File: src/rtl/serial_adder.sv
// Bit-serial adder: one full_adder is reused across WIDTH clock cycles,
// consuming the operands LSB first and assembling the sum MSB-down.
//
// state | meaning
// ------+--------------------------------------------------------------
// IDLE  | waiting for input_start; operands captured on the accepting edge
// RUN   | one sum bit produced per edge, LSB first
// DONE  | result registered, output_done high for this single cycle

// Single-bit full adder: output_l is the sum bit, output_h the carry out.
module full_adder (
    input  logic input_a,
    input  logic input_b,
    input  logic input_carry,
    output logic output_l,
    output logic output_h
);

    // Sum and carry of three one-bit inputs.
    always_comb begin
        output_l = input_a ^ input_b ^ input_carry;
        output_h = (input_a & input_b) | (input_carry & (input_a ^ input_b));
    end

endmodule

module serial_adder #(
    parameter int WIDTH = 8
) (
    input  logic             input_clk,
    input  logic             input_reset,
    input  logic             input_start,
    input  logic [WIDTH-1:0] input_a,
    input  logic [WIDTH-1:0] input_b,
    input  logic             input_carry,
    output logic             output_busy,
    output logic             output_done,
    output logic [WIDTH-1:0] output_sum,
    output logic             output_carry
);

    localparam logic [1:0] IDLE = 2'd0;
    localparam logic [1:0] RUN  = 2'd1;
    localparam logic [1:0] DONE = 2'd2;

    // Counter only has to reach WIDTH-1; the increment on the final edge
    // may wrap, which is harmless because the next accept clears it.
    localparam int              CW       = (WIDTH > 2) ? $clog2(WIDTH) : 1;
    localparam logic [CW-1:0]   LAST_BIT = CW'(WIDTH - 1);

    logic [1:0]       state;
    logic [1:0]       state_next;
    logic [WIDTH-1:0] shift_a;
    logic [WIDTH-1:0] shift_b;
    // Holds the WIDTH-1 sum bits produced before the final edge; the final
    // edge's sum bit is concatenated on top when the result is registered.
    logic [WIDTH-2:0] sum_shift;
    logic [WIDTH-2:0] sum_shift_next;
    logic [CW-1:0]    count;
    logic             carry_q;
    logic             last_bit;
    logic             fa_l;
    logic             fa_h;

    full_adder u_full_adder (
        .input_a     (shift_a[0]),
        .input_b     (shift_b[0]),
        .input_carry (carry_q),
        .output_l    (fa_l),
        .output_h    (fa_h)
    );

    // Sum bits enter at the MSB end and move towards bit 0 each RUN edge.
    if (WIDTH > 2) begin : g_sum_wide
        assign sum_shift_next = {fa_l, sum_shift[WIDTH-2:1]};
    end else begin : g_sum_narrow
        assign sum_shift_next = fa_l;
    end

    // Next-state decode; an unused encoding falls back to IDLE.
    always_comb begin
        last_bit   = (count == LAST_BIT);
        state_next = state;
        case (state)
            IDLE:    if (input_start) state_next = RUN;
            RUN:     if (last_bit)    state_next = DONE;
            DONE:    state_next = IDLE;
            default: state_next = IDLE;
        endcase
    end

    // State register; reset wins over any pending transition.
    always_ff @(posedge input_clk) begin
        if (input_reset) begin
            state <= IDLE;
        end else begin
            state <= state_next;
        end
    end

    // Operand shifters, bit counter and running carry.
    always_ff @(posedge input_clk) begin
        if (input_reset) begin
            shift_a   <= '0;
            shift_b   <= '0;
            sum_shift <= '0;
            count     <= '0;
            carry_q   <= 1'b0;
        end else begin
            case (state)
                IDLE: begin
                    if (input_start) begin
                        shift_a   <= input_a;
                        shift_b   <= input_b;
                        sum_shift <= '0;
                        count     <= '0;
                        carry_q   <= input_carry;
                    end
                end
                RUN: begin
                    shift_a   <= {1'b0, shift_a[WIDTH-1:1]};
                    shift_b   <= {1'b0, shift_b[WIDTH-1:1]};
                    sum_shift <= sum_shift_next;
                    count     <= count + CW'(1);
                    carry_q   <= fa_h;
                end
                default: begin
                end
            endcase
        end
    end

    // Result registers update only on the edge that produces the MSB.
    always_ff @(posedge input_clk) begin
        if (input_reset) begin
            output_sum   <= '0;
            output_carry <= 1'b0;
        end else if (state == RUN && last_bit) begin
            output_sum   <= {fa_l, sum_shift};
            output_carry <= fa_h;
        end
    end

    // Status flags decoded straight from the state register.
    always_comb begin
        output_busy = (state == RUN) || (state == DONE);
        output_done = (state == DONE);
    end

endmodule

File: config.mk
export PLATFORM = sky130hd
export DESIGN_NAME = serial_adder
export DESIGN_NICKNAME = d
export VERILOG_FILES = /design/src/rtl/serial_adder.sv
export SDC_FILE = /design/constraint.sdc
export NUM_CORES = 1
export LEC_CHECK = 0
export CAP_MARGIN = 20
export CELL_PAD_IN_SITES_DETAIL_PLACEMENT = 1
export CELL_PAD_IN_SITES_GLOBAL_PLACEMENT = 1
export CORE_MARGIN = 10
export CORE_UTILIZATION = 40
export DETAILED_ROUTE_END_ITERATION = 16
export HOLD_SLACK_MARGIN = 0.05
export PLACE_DENSITY_LB_ADDON = 0.3
export SLEW_MARGIN = 20
export SYNTH_ARGS = -nofsm -noshare
export SYNTH_HDL_FRONTEND = slang
export SYNTH_SLANG_ARGS = --single-unit
File: constraint.sdc
create_clock -name input_clk -period 1.6 [get_ports input_clk]
set_input_delay 0.32 -clock input_clk [delete_from_list [all_inputs] [get_ports input_clk]]
set_output_delay 0.32 -clock input_clk [all_outputs]
set_load 0.03 [all_outputs]
=== Yosys cells after proc, flatten, opt, wreduce, memory -nomap -nowiden ===
Cells that the tools add are included.
Widths: inputs -> output; s select.

* Magnitude comparators: 0
* Eq/ne operators: 5
* Multipliers: 0
* Add/sub/neg operators: 1
* Reduce and logical (&&, ||, !) cells: 6
* Shift operators: 0
* Divide/modulo/power cells: 0
* Multiplexer cells: 13
* Bitwise operators: 5

{| class="wikitable"
|+ Operator list
! kind !! count
|-
| $pmux 8 s2 || 2
|-
| $mux 8 || 2
|-
| $pmux 7 s2 || 1
|-
| $mux 7 || 1
|-
| $pmux 3 s2 || 1
|-
| $mux 2 || 2
|-
| $ne 2x2->1 const B || 2
|-
| $pmux 2 s2 || 1
|-
| $reduce_and 2->1 || 2
|-
| $add 3x1->3 const B || 1
|-
| $eq 3x3->1 const B || 1
|-
| $mux 3 || 1
|-
| $and 1x1->1 || 2
|-
| $eq 2x1->1 const B || 1
|-
| $eq 2x2->1 const B || 1
|-
| $logic_not 2->1 || 1
|-
| $pmux 1 s2 || 1
|-
| $reduce_bool 2->1 || 1
|-
| $xor 1x1->1 || 2
|-
| $logic_and 1x1->1 || 1
|-
| $logic_or 1x1->1 || 1
|-
| $mux 1 || 1
|-
| $or 1x1->1 || 1
|}

* Bits of input ports: 20
* Bits in latches: 0
* RAM bits: 0
* Output and inout bits: 11
* Memory bits (read-only): 0
* Logic and storage cells: 38
* Bits in registers: 38
* Memories kept: 0

=== Depth between registers and ports, before layout ===
* Depth after elaboration: 4
* Depth in mapped cells: 7
* Depth with buffers taken out: 5

=== Cells and area by module ===
Synthesis repeated with hierarchy kept, for this count alone.

* Cells, all modules: 171
* Area total of the unflattened synthesis: 1769.2 um2

{| class="wikitable"
|+ Modules (own cells, without submodules)
! module !! times used !! cells an instance !! area an instance (um2) !! sequential area each (um2)
|-
| serial_adder || 1 || 170 || 1749.2 || 760.7
|-
| full_adder || 1 || 1 || 20.0 || 0.0
|}

=== Worst setup path after synthesis ===
No wires, ideal clock.

* Path type: input to register
* Start point: in state[1]
* End point: reg carry_q
* Cell stages on the path: 8
* Setup slack: 187 ps
* Arrival: 1268 ps
* Data required time: 1456 ps
* Cells stage by stage: dfxtp_1 -> inv_1 -> ha_1 -> buf_6 -> mux2_4 -> buf_12 -> nor2_2 -> a211oi_2

* Word-level cells in the longest chain between the ends: 3
* Elaborated cells on any way between the ends: 6
* Those cells by class: eq/ne (2); mux (1); reduce/logical (3)

{| class="wikitable"
|+ RTL lines
! what !! line !! text
|-
| start: declaration || 51 || <nowiki>logic [1:0] state;</nowiki>
|-
| $eq 2x1->1 or $logic_not 2->1 (tied branches) || 110 || <nowiki>case (state)</nowiki>
|-
| $reduce_bool 2->1 (no source line) or $ne 2x2->1 (tied branches) || n/a ||
|-
| $reduce_and 2->1 (no source line) || n/a ||
|-
| end signal: assignment || 117 || <nowiki>carry_q <= input_carry;</nowiki>
|-
| end signal: assignment || 125 || <nowiki>carry_q <= fa_h;</nowiki>
|-
| end: declaration || 60 || <nowiki>logic carry_q;</nowiki>
|}

Parallel ways exist; a longest one is shown, timed or not.
A chain may end at the register's enable or synchronous reset.

=== Final worst setup path ===
* Start point: in state[0]
* End point: out output_busy

* Word-level cells in the longest chain between the ends: 2
* Elaborated cells on any way between the ends: 3
* Those cells by class: eq/ne (2); reduce/logical (1)

{| class="wikitable"
|+ RTL lines
! what !! line !! text
|-
| $eq 2x1->1 or $eq 2x2->1 (tied branches) || 146 || <nowiki>output_busy = (state == RUN) || (state == DONE);</nowiki>
|-
| $logic_or 1x1->1 * || 146 ||
|-
| end: declaration || 36 || <nowiki>output logic output_busy,</nowiki>
|}

Mark *: on every way between the ends. The rest lies on a longest branch, timed or not.

==> results summary <==
Routability-driven placement finished with a final weighted congestion of 0.7809. The number of buffers between clock root and the deepest sink came out at 2. 0 antenna diodes ended up in the layout. Yosys mapped the design onto 24 distinct sky130hd cell types. The mean number of vias per cell is 5.167. The number of buffers created by CTS is 5. The worst-case headroom to the max-slew limit is 71.32%. The total of flip-flops plus latches after synthesis came out at 38. In this run the worst setup path terminates at output_busy. Entering global routing, the biggest net connects 39 pins. The wire length per cell after detailed routing came out at 16.45 um.

Synthesis produced a netlist with a net count of 197. 31 I/O pins were placed. Across every metal layer, demand over resource in global routing totals 11.60%. Based on the critical path, the design can be clocked at up to 667.7 MHz. The width of the die is 86.53 um. The die is 86.53 um tall. The leakage power total came out at 0.8457 nW.

The run finished with clean final reports. The worst slack on hold paths is 0.4561 ns. The hold-fix buffer count after cts is 0. The post-detailed-route count of antenna-violating nets came out at 0.

For the worst setup path, the data arrival time is 1.18 ns. The tightest min-delay check is of the flip-flop to flip-flop type. For the pin with the worst max-slew slack, the measured transition is 0.4302 ns. In the synthesized netlist the async set-or-reset flop fraction comes to 0%. The number of inserted filler cells in the final layout is 485. In this run the worst setup path begins at state[0]. After detailed routing, the number of remaining DRC violations is 0.

STA classifies the critical path startpoint as a flip-flop. Across all register-to-register paths, the minimum setup slack is 0.11 ns. The number of design-rule violations left by the first detailed-router iteration is 88.

The wire length of the first global-routing pass came out at 7100 um. The area of the core region came out at 4324 um^2. The multi-input combinational cells in the finished layout cover a total of 873.3 um^2.

The startpoint identified for the worst register-to-register timing path is state[1]. The H-tree depth is 2. The final critical delay including setup and external delays came out at 1.498 ns.

The row count is 24. The per-instance average area after synthesis came out at 10.35 um^2. The number of failing hold endpoints at the final stage came to 0. The final-stage net count came out at 231.

Sorting the synthesized cells by area gives the leading types as dfxtp_1 (43%), a211oi_2 (11%), mux2i_1 (9.0%). The overall routed net length came out at 4243 um. The number of global-route vias before repair is 1,440. The number of buffers inserted by port buffering is 30. The number of placed instances, taps included, is 248. Summing internal, switching and leakage power gives 2.159 mW. Cells with a size suffix above 1 make up 26.21% of the layout. TritonCTS built the clock tree. The number of clock sinks came out at 38. The number of flops mapped to enable cells by yosys is 0. Max-cap violations in this run came to 0. The post-synth design cell area came out at 1770 um^2. The dominant synthesized flop cell is dfxtp_1. The final count of negative-setup-slack endpoints came out at 0.

The library cell with the largest summed area after synthesis is dfxtp_1. The area occupied by registers is 762.0 um^2. The clock network latency to the later pin of the worst-skew pair is 0.29 ns. The post-route clock skew is 0.006207 ns.

The critical path class is flip-flop to primary output. The tree is rooted in a clkbuf_8. The non-filler instance count after layout is 258. Counting instances in the post-synthesis netlist gives the leading cell types as dfxtp_1 (38), mux2i_1 (16), a211oi_2 (15). Relative to the synthesized area, the layout overhead comes to 25.65%. The gate count after technology mapping came out at 171. The largest voltage drop on the vdd net came out at 0.4132 mV. STA puts the critical path data required time at 1.28 ns. The first-pass iteration count of the detailed router is 5.

The total number of yosys warnings came out at 0. The worst-path maximum fanout is 3. The number of antenna violations at the first check in global routing came out at 0.

The floorplan die area is 7487 um^2. The sequential element share of the synthesized area is 42.97%. The length in cells of the worst reg-to-reg path is 6. The worst register-to-register path ends at shift_a[5]. The initial cell density of the core is 40.94%. Summed over its instances, the top area cell type makes up 42.97% of the synthesized netlist area.

The power density relative to cell area came out at 970.6 nW/um^2. The estimated wirelength of the detail-placed design came out at 3097 um. The final period utilization came out at 93.60%.

The count of final max-slew check failures is 0. After clock tree synthesis, the clock-pin slew on the worst setup and hold paths is 0.07 ns. The total via count after detailed routing came out at 1,333. The cell with the most instances after synthesis is dfxtp_1. Global routing finished with a remaining overflow of 0. The category of the worst setup path capture point is a primary output.
-- cells in the final DEF (no fill, tap or decap), drive strengths merged --
master         count
nor2              24
dfxtp             38
fa                 1
ha                 5
clkdlybuf4s50     19
clkbuf             7
inv                3
nand2b             2
mux2               1
mux2i             16
dlygate4sd2        9
nand3b             3
nor2b              1
a21oi             14
a211oi            16
a32oi              9
nor3               1
nand2             13
nand3              9
clkinv             1
buf               14
-- how the worst min path moves through the flow --
| stage | startpoint | endpoint | slack, ns | cells past startpoint |
|---|---|---|---|---|
| after floorplan | shift_b[7] | shift_b[7] | 0.43 | 2 |
| after global placement | shift_a[7] | shift_a[7] | 0.44 | 2 |
| after detailed placement | shift_a[7] | shift_a[7] | 0.45 | 2 |
| after CTS | shift_a[7] | shift_a[7] | 0.46 | 2 |
| after global routing | output_carry | output_carry | 0.48 | 2 |
| final | output_sum[4] | output_sum[4] | 0.46 | 2 |
-- layout make-up --
cell class,count,share of cell area (%)
Timing Repair Buffer,42,18.95
Multi-Input combinational cell,115,39.26
Clock inverter,1,0.2250
Inverter,3,0.5062
Sequential cell,38,34.25
Tap cell,52,2.925
Clock buffer,7,3.881
-- flip-flops by register name, indices dropped and copies added, names as in the netlist --
register and cells:
carry_q 1, count 3, output_carry 1, output_sum 8
shift_a 8, shift_b 8, state 2, sum_shift 7
-- worst max-delay path: stages (launching register included) --
cell and delay, ns:
dfxtp_1 0.35, inv_1 0.08, ha_2 0.31, buf_4 0.15
-- repair_timing --
| item | in CTS | in global routing |
|---|---|---|
| setup buffers | 0 | 1 |
| cloned | 0 | 1 |
| resized for setup | 9 | 5 |
| endpoints found under the hold margin | 0 | 0 |
| endpoints found under the setup margin | 9 | 28 |
| pin swaps | 0 | 0 |
-- layer usage --
metal	global-route usage (%)	up-vias	routed length (um)
met2	20.20	21	2142
li1	-	672	-
met1	13.46	636	1921
met5	0	-	0
met3	2.814	4	150
met4	3.976	0	29
-- cell families (layout without fill, tap and decap cells) --
kind of cell    after synthesis  in the layout  synth area share (%)
buf+inv                      18             53                 8.197
flops                        38             38                 42.97
fa+ha+maj                     6              6                 4.664
compound gates               39             39                 19.44
simple gates                 53             53                 14.84
mux                          17             17                 9.894
-- stage by stage --
| stage | utilization, % | area [um^2] | worst slack, ns | setup TNS, ns |
|---|---|---|---|---|
| floorplan | - | 1770 | 0.1873 | 0 |
| global placement | 49.07 | 2122 | 0.05481 | 0 |
| detailed placement | 49.07 | 2122 | -0.08534 | -0.5832 |
| CTS | 50.93 | 2202 | 0.03459 | 0 |
| global route | 51.45 | 2225 | -0.03157 | -0.03157 |
| finish | 51.45 | 2225 | 0.1023 | 0 |
-- power breakdown --
part / internal, mW / leakage, nW / switching [mW]
registers: 1.00 / 0.311 / 0.0392
clock network: 0.348 / 0.0482 / 0.326
logic: 0.219 / 0.487 / 0.227
Power figures use the tool's default switching activity.
